<file path="config.mk">
export PLATFORM = sky130hd
export DESIGN_NAME = gpio_serial_config_loader
export DESIGN_NICKNAME = d
export VERILOG_FILES = /design/src/rtl/gpio_serial_config_loader.sv
export SDC_FILE = /design/constraint.sdc
export NUM_CORES = 1
export LEC_CHECK = 0
export BUFFER_PORTS_ARGS = -buffer_cell sky130_fd_sc_hd__buf_2
export CORE_ASPECT_RATIO = 1.25
export CORE_MARGIN = 2
export CORE_UTILIZATION = 50
export CTS_CLUSTER_DIAMETER = 60
export DETAILED_ROUTE_END_ITERATION = 6
export GPL_TIMING_DRIVEN = 0
export PLACE_DENSITY_LB_ADDON = 0.25
export REMOVE_ABC_BUFFERS = 1
export SLEW_MARGIN = 20
export SYNTH_ARGS = -nofsm -noshare
export SYNTH_HDL_FRONTEND = slang
export SYNTH_SLANG_ARGS = --single-unit
export TNS_END_PERCENT = 100
</file>
<file path="constraint.sdc">
create_clock -name clk -period 4.2 [get_ports clk]
set_input_delay 0.42 -clock clk [delete_from_list [all_inputs] [get_ports clk]]
set_output_delay 0.42 -clock clk [all_outputs]
set_load 0.05 [all_outputs]
</file>
<file path="src/rtl/gpio_serial_config_loader.sv">
// Shifts one config word per GPIO pad onto the padframe serial chain,
// highest pad first and MSB first, then pulses serial_load to latch all pads.
module gpio_serial_config_loader #(
    parameter int NPADS     = 38,
    parameter int WORD_BITS = 13,
    parameter int CLKDIV    = 2,
    parameter int IDXW      = 6
) (
    input  logic                 clk,
    input  logic                 resetn,
    input  logic                 start,
    output logic                 busy,
    output logic                 done,
    output logic [IDXW-1:0]      cfg_idx,
    input  logic [WORD_BITS-1:0] cfg_word,
    output logic                 serial_clock,
    output logic                 serial_data,
    output logic                 serial_load
);

    localparam int BCW = (WORD_BITS > 1) ? $clog2(WORD_BITS) : 1;
    localparam logic [7:0]      DIV_LAST = 8'(CLKDIV - 1);
    localparam logic [IDXW-1:0] IDX_TOP  = IDXW'(NPADS - 1);
    localparam logic [BCW-1:0]  BIT_TOP  = BCW'(WORD_BITS - 1);

    typedef enum logic [2:0] {
        IDLE,
        FETCH,
        SHIFT_LO,
        SHIFT_HI,
        LOAD,
        DONE
    } state_t;

    state_t               state;
    logic [WORD_BITS-1:0] shreg;
    logic [WORD_BITS-1:0] shnext;
    logic [BCW-1:0]       bitcnt;
    logic [7:0]           divcnt;
    logic                 div_end;

    assign shnext  = shreg << 1;
    assign div_end = (divcnt == DIV_LAST);

    always_ff @(posedge clk or negedge resetn) begin
        if (!resetn) begin
            state        <= IDLE;
            busy         <= 1'b0;
            done         <= 1'b0;
            cfg_idx      <= '0;
            serial_clock <= 1'b0;
            serial_data  <= 1'b0;
            serial_load  <= 1'b0;
            shreg        <= '0;
            bitcnt       <= '0;
            divcnt       <= '0;
        end else begin
            unique case (state)
                IDLE: begin
                    if (start) begin
                        state   <= FETCH;
                        cfg_idx <= IDX_TOP;
                        busy    <= 1'b1;
                    end
                end
                FETCH: begin
                    shreg        <= cfg_word;
                    bitcnt       <= BIT_TOP;
                    serial_data  <= cfg_word[WORD_BITS-1];
                    serial_clock <= 1'b0;
                    divcnt       <= '0;
                    state        <= SHIFT_LO;
                end
                SHIFT_LO: begin
                    if (div_end) begin
                        divcnt       <= '0;
                        serial_clock <= 1'b1;
                        state        <= SHIFT_HI;
                    end else begin
                        divcnt <= divcnt + 8'd1;
                    end
                end
                SHIFT_HI: begin
                    if (div_end) begin
                        divcnt       <= '0;
                        serial_clock <= 1'b0;
                        if (bitcnt != '0) begin
                            shreg       <= shnext;
                            serial_data <= shnext[WORD_BITS-1];
                            bitcnt      <= bitcnt - 1'b1;
                            state       <= SHIFT_LO;
                        end else if (cfg_idx != '0) begin
                            cfg_idx <= cfg_idx - 1'b1;
                            state   <= FETCH;
                        end else begin
                            serial_load <= 1'b1;
                            serial_data <= 1'b0;
                            state       <= LOAD;
                        end
                    end else begin
                        divcnt <= divcnt + 8'd1;
                    end
                end
                LOAD: begin
                    if (div_end) begin
                        divcnt      <= '0;
                        serial_load <= 1'b0;
                        done        <= 1'b1;
                        state       <= DONE;
                    end else begin
                        divcnt <= divcnt + 8'd1;
                    end
                end
                DONE: begin
                    done  <= 1'b0;
                    busy  <= 1'b0;
                    state <= IDLE;
                end
                default: state <= IDLE;
            endcase
        end
    end

endmodule

</file>
==> results.cfg <==
[routing]
drc = 0
drt_iter0_drc = 76
routed_wl_mm = 4.13
viasPerCell = 5.60
drt-pass1-iter-count = 4
vias = 1614
antenna_left = 0
wire_per_inst_um = 14.3

[timing]
worstMarginPinSlew_ps = 830
hold_viol_final = 0
rsz0062_at_grt = no
clock_skew_ps = 5.10
period_needed_ps = 2120
post-route-period-util_pct = 50.5
finalSetupTns_ps = 0
fin_ws_ps = 2080
fmax_ghz = 0.472
setup_violations = 0
relSlewSlack_pct = 44.7
maxSlewViolCount = 0

[clock_network]
cts_root_buf = clkbuf_8
postCtsResizedCells = 0
clock_sinks = 38
h-tree-depth = 2
post_cts_buffers = 0
cts_made_buffers = 5
hold_buffers = 0
cts_tree = yes
clk_latency_ps = 290
cts_buffer_depth = 2
path_clk_slew_ps = 80

[placement]
place_congestion = 0.841
dp_cells = 280
port_buffers = 26
place_worst_setup_slack_ps = 2090
dp_hpwl_mm = 2.95

[pwr]
peakVddDrop_v = 0.000170
total_power_uw = 645
p_per_area_nw_per_um2 = 273
power.leakage_uw = 0.00101

[global_route]
grt_usage_pct = 19.9
grt_pass1_vias = 1658
overflow = 0
grt_max_degree = 39
grt_pass1_wl_mm = 7.28
antenna_found_initial = 0

[worst_hold_path]
hp-class = primary input to async pin

[logic_synthesis]
syn_area_um2 = 2110
synth.largest_area_cell = dfrtp_1
synth.avg_cell_area_um2 = 10.3
yosysTopAreaCellShare_pct = 45.2
ys_top_cells_by_area = dfrtp_1, o221a_1, nand2b_1
synth-seq-cells = 38
seq_area_frac_synth_pct = 45.2
yosys_warnings = 0
synth_cell_type_count = 53
netlist_instances = 205

[layout]
nets = 252
synthToLayoutAreaGrowth_pct = 12.1
drive_gt1_share_pct = 21.6
antenna_cells = 0
stdcell_count = 288

[floorplan]
core_area_um2 = 4070
num_rows = 26
fp.dieH_um = 76.6
dieArea_um2 = 4750
initial_core_util_pct = 51.8
pin_count = 27
die_width_um = 62.0

[setup_path]
critPathArrivalTime_ps = 2300
cp-end-kind = flop
required_ps = 4380
path_max_fanout = 16
startpoint_type = flop
critPathKind = flop to flop

[outcome]
status = completed

[job]
maxCapViolCount = 0
-- cell type report --
class	count	area, um^2
Multi-Input combinational cell	147	1060
Tap cell	56	70.1
Clock inverter	2	12.5
Clock buffer	6	82.6
Timing Repair Buffer	27	138
Inverter	12	45.0
Sequential cell	38	951
Fill cell	370	1710
-- power by group --
group | switching [uW] | internal (uW)
clock network | 129 | 132
registers | 0.292 | 366
logic | 10.4 | 7.55
total | 140 | 506
-- placed cells by master, fill, tap and decap left out, types with 2 or more instances in the layout --
cell,synthesis,routed
nor3_1,5,5
mux2i_1,3,3
nor2b_1,5,5
dfrtp_1,38,38
o21ai_1,2,2
o22ai_1,2,2
nor3b_1,4,3
o31a_1,3,3
nand3_1,6,6
nand2_1,14,14
a31oi_1,4,4
clkbuf_8,0,6
nor2_1,10,10
o21a_1,2,2
buf_2,1,26
nand2b_1,13,13
inv_1,12,12
xor2_1,2,2
nand3b_1,2,2
o221a_2,2,2
o211ai_1,2,2
nor3b_2,1,2
a21oi_1,11,11
o21ai_0,10,10
o221a_1,9,9
o31ai_1,5,5
ha_1,5,5
-- worst paths after layout --
path,startpoint,end,slack [ps],cells past startpoint
min in group clk,cfg_word[0],shreg[0],340,3
worst min-delay path,resetn,divcnt[5],220,1
max in group asynchronous,resetn,cfg_idx[1],3460,1
worst min register to register,cfg_idx[5],cfg_idx[5],500,1
worst max-delay path,bitcnt[0],bitcnt[2],2080,6
worst max register to register,bitcnt[0],bitcnt[2],2080,6
-- cell families (layout without fill, tap and decap cells) --
| group | Yosys count | in the layout | synth area share (%) |
|---|---|---|---|
| mux | 3 | 3 | 1.43 |
| simple gates | 74 | 74 | 22.5 |
| flops | 38 | 38 | 45.2 |
| xor+xnor | 3 | 3 | 1.25 |
| buf+inv | 20 | 47 | 4.69 |
| fa+ha+maj | 5 | 5 | 2.97 |
| compound gates | 62 | 62 | 22.0 |
-- worst max-delay path: stages, from the launching register on --
cell     delay, ps
dfrtp_1        380
inv_1           90
ha_1           200
or3b_1         500
a41o_1         480
o21a_1         190
o32a_1         170
-- state kept, by name, indices dropped and copies added, names as in the netlist --
register      flops
busy              1
state             3
serial_load       1
divcnt            8
serial_data       1
bitcnt            4
done              1
shreg            12
cfg_idx           6
serial_clock      1
-- per-stage QoR --
stage | utilization (%) | hold slack [ps] | cell area (um^2)
6_report | 58.0 | 223 | 2360
5_1_grt | 58.0 | 280 | 2360
4_1_cts | 58.0 | 248 | 2360
3_5_place_dp | 55.7 | 499 | 2260
3_3_place_gp | 55.4 | 505 | 2250
2_1_floorplan | - | 124 | 2050
-- synth_stat cells (all sizes together) --
master	number
nor3b	5
or4b	1
o21bai	1
nor3	6
a21oi	11
a41o	2
or2	1
or3b	1
o31a	3
nand3b	2
nor4b	1
o211ai	2
or3	1
o21a	2
o32a	1
o31ai	5
nand4	1
a2bb2oi	1
and3b	1
a41oi	1
nor4	1
dfrtp	38
or4	1
o21ai	12
a31oi	4
mux2i	3
inv	12
nor2	11
o311ai	1
nand2	14
buf	4
xor2	2
nor2b	5
xnor2	1
nand2b	13
nand3	7
ha	5
o22ai	3
and3	2
clkbuf	4
o221a	11
a22o	1
a21o	1
-- routing by layer --
| metal | vias up | wire length [um] | GRT usage [%] |
|---|---|---|---|
| met5 | - | 0 | 0 |
| met4 | 0 | 78 | 7.23 |
| met3 | 8 | 107 | 4.24 |
| met2 | 23 | 2020 | 31.5 |
| met1 | 773 | 1920 | 26.1 |
| li1 | 810 | - | - |
Note: power is estimated with default switching activity, not from simulation.
